$ cat config.mk
export PLATFORM = sky130hd
export DESIGN_NAME = divi_vl
export DESIGN_NICKNAME = d
export VERILOG_FILES = /design/src/rtl/divi_vl.sv
export SDC_FILE = /design/constraint.sdc
export NUM_CORES = 1
export LEC_CHECK = 0
export BUFFER_PORTS_ARGS = -buffer_cell sky130_fd_sc_hd__buf_2
export CORE_ASPECT_RATIO = 0.7
export CORE_MARGIN = 2
export CORE_UTILIZATION = 50
export CTS_CLUSTER_SIZE = 16
export DETAILED_ROUTE_END_ITERATION = 10
export HOLD_SLACK_MARGIN = 0.05
export PLACE_DENSITY = 0.7
export RECOVER_POWER = 25
export SYNTH_ARGS = -nofsm -noshare
export SYNTH_HDL_FRONTEND = slang
export SYNTH_SLANG_ARGS = --single-unit
$ cat constraint.sdc
create_clock -name clock -period 16.8 [get_ports clock]
set_clock_uncertainty 0.1 [all_clocks]
set_input_delay 2.52 -clock clock [delete_from_list [all_inputs] [get_ports clock]]
set_output_delay 2.52 -clock clock [all_outputs]
set_load 0.1 [all_outputs]
$ cat src/rtl/divi_vl.sv
// Signed restoring divider, one quotient bit per clock on magnitudes, truncating quotient/remainder, flags divide-by-zero.
// Latency: 34 clocks from start to valid (2 on divide-by-zero); DIV_EARLY_TERM_EN skips the dividend's leading zeros.
// Backpressure: none; start is ignored while busy, and start in the valid cycle is accepted.
module divi_vl #(
   parameter int WIDTH = 32
) (
   input  logic             clock,
   input  logic             reset,
   input  logic             start,
   input  logic [WIDTH-1:0] dvdnd,
   input  logic [WIDTH-1:0] dvsor,
   output logic [WIDTH-1:0] quot,
   output logic [WIDTH-1:0] remd,
   output logic             valid,
   output logic             busy,
   output logic             dbz
);

   localparam int CW = $clog2(WIDTH + 1);

   typedef enum logic [1:0] {IDLE, CALC, SIGN} state_t;

   state_t           state;
   logic [WIDTH-1:0] rem;
   logic [WIDTH-1:0] dvd;
   logic [WIDTH-1:0] dvs;
   logic [WIDTH-1:0] dvdnd_l;
   logic [CW-1:0]    cnt;
   logic             sign_q;
   logic             sign_r;

   logic [WIDTH-1:0] abs_dvdnd;
   logic [WIDTH-1:0] abs_dvsor;
   logic [WIDTH-1:0] dvd_init;
   logic [CW-1:0]    steps;
   logic [WIDTH-1:0] rem_sh;
   logic [WIDTH:0]   trial;

   assign abs_dvdnd = dvdnd[WIDTH-1] ? -dvdnd : dvdnd;
   assign abs_dvsor = dvsor[WIDTH-1] ? -dvsor : dvsor;

`ifdef DIV_EARLY_TERM_EN
   logic [CW-1:0] lz;

   always_comb begin
      lz = CW'(WIDTH);
      for (int i = 0; i < WIDTH; i++) begin
         if (abs_dvdnd[i]) lz = CW'(WIDTH - 1 - i);
      end
   end

   assign dvd_init = abs_dvdnd << lz;
   assign steps    = (lz == CW'(WIDTH)) ? CW'(1) : CW'(WIDTH) - lz;
`else
   assign dvd_init = abs_dvdnd;
   assign steps    = CW'(WIDTH);
`endif

   // dvd doubles as the quotient register: dividend bits leave at the top while quotient bits enter at the bottom.
   assign rem_sh = {rem[WIDTH-2:0], dvd[WIDTH-1]};
   assign trial  = {1'b0, rem_sh} - {1'b0, dvs};

   always_ff @(posedge clock or posedge reset) begin
      if (reset) begin
         state   <= IDLE;
         quot    <= '0;
         remd    <= '0;
         valid   <= 1'b0;
         busy    <= 1'b0;
         dbz     <= 1'b0;
         rem     <= '0;
         dvd     <= '0;
         dvs     <= '0;
         dvdnd_l <= '0;
         cnt     <= '0;
         sign_q  <= 1'b0;
         sign_r  <= 1'b0;
      end else begin
         valid <= 1'b0;
         case (state)
            IDLE: begin
               if (start) begin
                  dvd     <= dvd_init;
                  dvs     <= abs_dvsor;
                  dvdnd_l <= dvdnd;
                  sign_q  <= dvdnd[WIDTH-1] ^ dvsor[WIDTH-1];
                  sign_r  <= dvdnd[WIDTH-1];
                  rem     <= '0;
                  cnt     <= steps;
                  busy    <= 1'b1;
                  state   <= (dvsor == '0) ? SIGN : CALC;
               end
            end
            CALC: begin
               if (!trial[WIDTH]) begin
                  rem <= trial[WIDTH-1:0];
                  dvd <= {dvd[WIDTH-2:0], 1'b1};
               end else begin
                  rem <= rem_sh;
                  dvd <= {dvd[WIDTH-2:0], 1'b0};
               end
               cnt <= cnt - CW'(1);
               if (cnt == CW'(1)) state <= SIGN;
            end
            SIGN: begin
               if (dvs == '0) begin
                  quot <= '1;
                  remd <= dvdnd_l;
                  dbz  <= 1'b1;
               end else begin
                  quot <= sign_q ? -dvd : dvd;
                  remd <= sign_r ? -rem : rem;
                  dbz  <= 1'b0;
               end
               valid <= 1'b1;
               busy  <= 1'b0;
               state <= IDLE;
            end
            default: state <= IDLE;
         endcase
      end
   end

endmodule
==> results of run 1 <==
-- layout make-up --
type | count | area, µm² | share of cell area [%]
Timing Repair Buffer | 148 | 770.7 | 5.366
Clock buffer | 27 | 630.6 | 4.390
Multi-Input combinational cell | 1147 | 7093 | 49.38
Antenna cell | 1 | 2.502 | 0.01742
Inverter | 53 | 200.2 | 1.394
Clock inverter | 13 | 155.1 | 1.080
Tap cell | 325 | 406.6 | 2.831
Sequential cell | 204 | 5105 | 35.54
-- cell usage in the layout (no fill, tap or decap), drive strengths merged, types with 22 or more instances in the layout --
cell type  synthesis  routed
ha                39      39
mux2i             25      25
a21oi             79      79
buf                7     146
nand2            255     255
inv               53      52
xor2              83      83
nand3             35      35
o21ai            178     178
dfrtp            204     204
o22a              22      22
clkbuf            78      29
xnor2             60      60
nor2              74      74
o31ai             25      25
a22oi             31      31
-- state kept, by name, indices dropped and copies added (netlist names) --
name and cells:
rem 32, remd 32, cnt 6, quot 32, dvs 32, sign_q 1
dvdnd_l 32, dbz 1, state 2, busy 1, dvd 32, valid 1
-- worst paths after layout --
path | start | end | slack [ps] | cells past startpoint
hold reg to reg | dvdnd_l[27] | dvdnd_l[27] | 370 | 2
setup reg to reg | state[1] | remd[31] | 12220 | 6
setup / recovery | reset | dvs[7] | 11130 | 3
hold / removal | dvdnd_l[27] | dvdnd_l[27] | 370 | 2
max in group clock | dvdnd[9] | dvd[27] | 11770 | 9
min in group asynchronous | reset | dvd[26] | 3260 | 2
-- synthesized netlist by cell type (18+ instances only) --
master    count
nand2_1     255
dfrtp_1     204
o21ai_0     177
xor2_1       83
a21oi_1      79
clkbuf_1     77
nor2_1       73
xnor2_1      60
inv_1        53
ha_1         39
nand3_1      35
a22oi_1      31
mux2i_1      25
o31ai_1      25
o22a_1       22
o41ai_1      20
a31oi_1      19
or4_1        18
-- logic make-up (layout without fill, tap and decap cells) --
logic type,after synthesis,count (layout)
XOR/XNOR,143,143
other,0,1
adder cells (fa/ha/maj),40,40
buffers and inverters,139,241
multiplexers,25,25
AND/OR/NAND/NOR,493,493
flip-flops,204,204
AO/OA/AOI/OAI,446,446
-- per-layer routing --
| layer | GRT usage [%] | vias up | part of all wire (%) |
|---|---|---|---|
| met3 | 4.137 | 33 | 7.7 |
| met4 | 4.316 | 0 | 1.3 |
| met1 | 38.94 | 5426 | 48 |
| li1 | - | 5466 | - |
| met2 | 37.73 | 355 | 43 |
| met5 | 0 | - | 0 |
-- per-stage QoR --
stage                     util [%]  hold WS, ps  setup WS, ps  area, µm²  std cells
after floorplan                  -        337.4          8613      12720       1490
after global placement       54.79        349.3         11260      13590       1877
after detailed placement     54.79        354.2         11250      13590       1877
after CTS                    57.96        370.5         11780      14380       1917
after global routing         57.90        387.9         10320      14360       1917
final                        57.91        367.6         11130      14360       1918
-- worst max-delay path: cells and delay by family --
| family | cells | cell delay (ps) |
|---|---|---|
| buffers and inverters | 3 | 3510 |
==> out/qor.yml, run 1 <==
yosysTopAreaCell: "dfrtp_1"
cts_setup_buffers: 0
worstPathArrival_ps: 6120
drv_cap: 3
drive_gt1_share_pct: 13.13
ys_types: 67
relSlewSlack_pct: -203.4
ys_warn_count: 0
synth.mux.area_fraction_pct: 1.968
synth_ff_type: "dfrtp_1"
fin_tns_setup_ps: 0
port-buffer-count: 133
grt_pass1_vias: 10180
track_usage_pct: 25.29
path_cells: "buf_2 > clkinvlp_2 > buf_4"
start_util_pct: 51.27
yosys.area.top_type_share_pct: 40.15
slew_violations: 214
clk_latency_ps: 510
fill_cells: 2269
drt-initial-drc-count: 894
crit_path_end_kind: "async pin"
yosysSeqAreaShare_pct: 40.15
dp_hpwl_um: 24390
die_x_um: 194.6
synth_compound_area_share_pct: 21.95
syn2layout_area_growth_pct: 12.96
synth_simple_gate_area_share_pct: 17.80
rsz0062_at_grt: "no"
root_buffer: "clkbuf_16"
vias_per_cell: 5.881
crit_type: "in2async"
hold_class: "reg2reg"
async_flop_share_pct: 100.0
synth_xor_area_share_pct: 9.849
cts-resized-gates: 0
syn_area_um2: 12720
cts_tree: "done"
synth-adder-area-share_pct: 3.995
numCtsBuffers: 22
wl_per_cell_um: 17.65
cts_hold_buf: 0
die-area_um2: 26740
slowest_stage: "clkinvlp_2"
fin_crit_ps: 5666
grt_remaining_overflow: 0
synth_edf_count: 0
coreArea_um2: 24800
synth_nets: 1597
required_ps: 17260
finalSetupViolCount: 0
clockBufferDepth: 3
postRouteAntennaNets: 0
synthCells: 1490
final_nets: 1683
place.gp.congestion: 0.8820
grt_max_degree: 101
synth_seq_cells: 204
first_pass_iters: 6
post-route-period-util_pct: 33.72
cts.clk_slew.worst_paths_ps: 60
wl_um: 33840
drcViolationCount: 0
slowest_delay_ps: 2480
cp_max_fo: 100
die_h_um: 137.4
ioPinCount: 134
status: "complete, but fails checks"
start_kind: "input port"
hold_viol: 0
vias: 11280
antenna_found_initial: 1
fmax_mhz: 176.5
synth_top_family_by_area: "compound AO/OA/AOI/OAI gates"
synth_area_leaders: "dfrtp_1 40%, nand2_1 7.5%, o21ai_0 7.0%, xor2_1 5.7%, xnor2_1 4.1%"
violations: "capacitance limit, slew limit"
grt_pass1_wl_um: 54790
cts_num_sinks: 204
worst_pin_slew_ps: 4526
row_count: 48
syn_avg_cell_area_um2: 8.534
h-tree-depth: 1
Power of run 1 is not shown: default switching activity piles up to over one toggle a cycle in this logic, so the estimate is an artifact.
==> inputs of run 2 (changes only) <==
--- a/config.mk
+++ b/config.mk
@@ -12,7 +12,7 @@
 export CTS_CLUSTER_SIZE = 16
 export DETAILED_ROUTE_END_ITERATION = 10
 export HOLD_SLACK_MARGIN = 0.05
-export PLACE_DENSITY = 0.7
+export PLACE_DENSITY = 0.72
 export RECOVER_POWER = 25
 export SYNTH_ARGS = -nofsm -noshare
 export SYNTH_HDL_FRONTEND = slang
==> constraint.sdc (replaced) <==
create_clock -name clock -period 4.6 [get_ports clock]
set_clock_uncertainty 0.1 [all_clocks]
set_input_delay 0.69 -clock clock [delete_from_list [all_inputs] [get_ports clock]]
set_output_delay 0.69 -clock clock [all_outputs]
set_load 0.1 [all_outputs]
==> run 2 against run 1 <==
The run still ends with capacitance limit, slew limit left; via count rose by 0.23%; flip-flop and latch count did not move; worst hold slack got worse by 38 ps; register-to-register slack got worse by 11000 ps; setup slack lost 10000 ps; highest routed layer unchanged; cell area rose by 0.54%; sequential share of layout area fell by 0.19 points; critical path depth is 10 higher; final cell count is essentially flat; count of clock-buffer cells in the layout is 3 higher.
==> out/qor.yml, run 2 (synthesis results as in run 1) <==
crit_type: "reg2reg"
die-area_um2: 26740
grt_remaining_overflow: 0
grt_max_degree: 102
start_util_pct: 51.27
final_area_um2: 14440
hold_class: "in2reg"
worstPathArrival_ps: 3960
relSlewSlack_pct: -27.43
cts.clk_slew.worst_paths_ps: 70
finalSetupViolCount: 0
place_area_um2: 13640
cts_hold_buf: 0
cts_num_sinks: 204
place_inst: 1879
grt_pass1_wl_um: 56170
drt-initial-drc-count: 1024
root_buffer: "clkbuf_16"
drv_cap: 2
violations: "capacitance limit, slew limit"
die_x_um: 194.6
cts-resized-gates: 0
numCtsBuffers: 22
fin_tns_setup_ps: 0
place.gp.congestion: 0.8870
mostFrequentLayoutCells: "255 x nand2_1, 204 x dfrtp_1, 177 x o21ai_0, 133 x buf_2, 83 x xor2_1"
dp_hpwl_um: 24610
clockBufferDepth: 3
port-buffer-count: 133
track_usage_pct: 25.87
postRouteAntennaNets: 0
grt_pass1_vias: 10740
antenna_found_initial: 0
syn2layout_area_growth_pct: 13.57
worst_pin_slew_ps: 1901
required_ps: 4920
slew_violations: 106
start_kind: "register"
vias_per_cell: 5.892
crit_path_end_kind: "register"
coreArea_um2: 24800
row_count: 48
h-tree-depth: 1
fmax_mhz: 274.7
fin_util_pct: 58.22
status: "complete, but fails checks"
cts_setup_buffers: 0
post-route-period-util_pct: 79.15
cp_max_fo: 9
die_h_um: 137.4
ioPinCount: 134
clk_latency_ps: 520
fill_cells: 2236
vias: 11310
rsz0062_at_grt: "no"
drcViolationCount: 0
drive_gt1_share_pct: 13.11
layout_commonest_cell: "nand2_1"
wl_um: 34490
diodes: 0
cts_tree: "done"
first_pass_iters: 6
final_nets: 1685
final_cells: 1919
hold_viol: 0
wl_per_cell_um: 17.97
fin_crit_ps: 3641
==> run 2: stage by stage <==
step / hold slack [ps] / setup slack [ps]
final: 329.8 / 959.2
after global routing: 324.5 / 746.1
after CTS: 306.8 / 998.6
after detailed placement: 363.3 / 873.8
after global placement: 356.3 / 900.5
after floorplan: 337.4 / 1166
==> run 2: layout make-up <==
class | instances | area [µm²] | area share [%]
clock inverters | 10 | 183.9 | 1.274
repair buffers | 150 | 815.8 | 5.649
well taps | 325 | 406.6 | 2.816
flip-flops and latches | 204 | 5105 | 35.35
clock buffers | 30 | 631.9 | 4.375
multi-input cells | 1147 | 7098 | 49.15
inverters | 53 | 200.2 | 1.386
==> run 2: worst max-delay path, stage by stage (launching register included) <==
cell       delay [ps]
dfrtp_1           400
inv_1             190
ha_1              260
fa_1              390
nand2b_1          180
a21oi_1           260
o211ai_1          220
a21oi_1           180
buf_4             170
o2111ai_1         100
buf_4             190
nand2_1           320
nand2_1           330
o221ai_1          260
==> run 2: per-layer routing <==
| metal | up-vias | wire length (µm) | global-route usage (%) |
|---|---|---|---|
| met3 | 51 | 2257 | 4.186 |
| met5 | - | 0 | 0 |
| li1 | 5474 | - | - |
| met4 | 0 | 718 | 6.368 |
| met2 | 349 | 14920 | 39.65 |
| met1 | 5432 | 16590 | 38.31 |
==> run 2: final timing paths <==
| path | start | to | slack, ps | cells after the start |
|---|---|---|---|---|
| hold / removal | dvdnd[14] | dvdnd_l[14] | 330 | 3 |
| setup reg to reg | dvd[31] | rem[26] | 960 | 13 |
| setup / recovery | dvd[31] | rem[26] | 960 | 13 |
| min in group asynchronous | reset | quot[27] | 560 | 2 |
| max in group asynchronous | reset | dvs[9] | 1430 | 3 |
| hold reg to reg | dvdnd_l[17] | dvdnd_l[17] | 380 | 2 |
Power of run 2 is left out for the same reason.
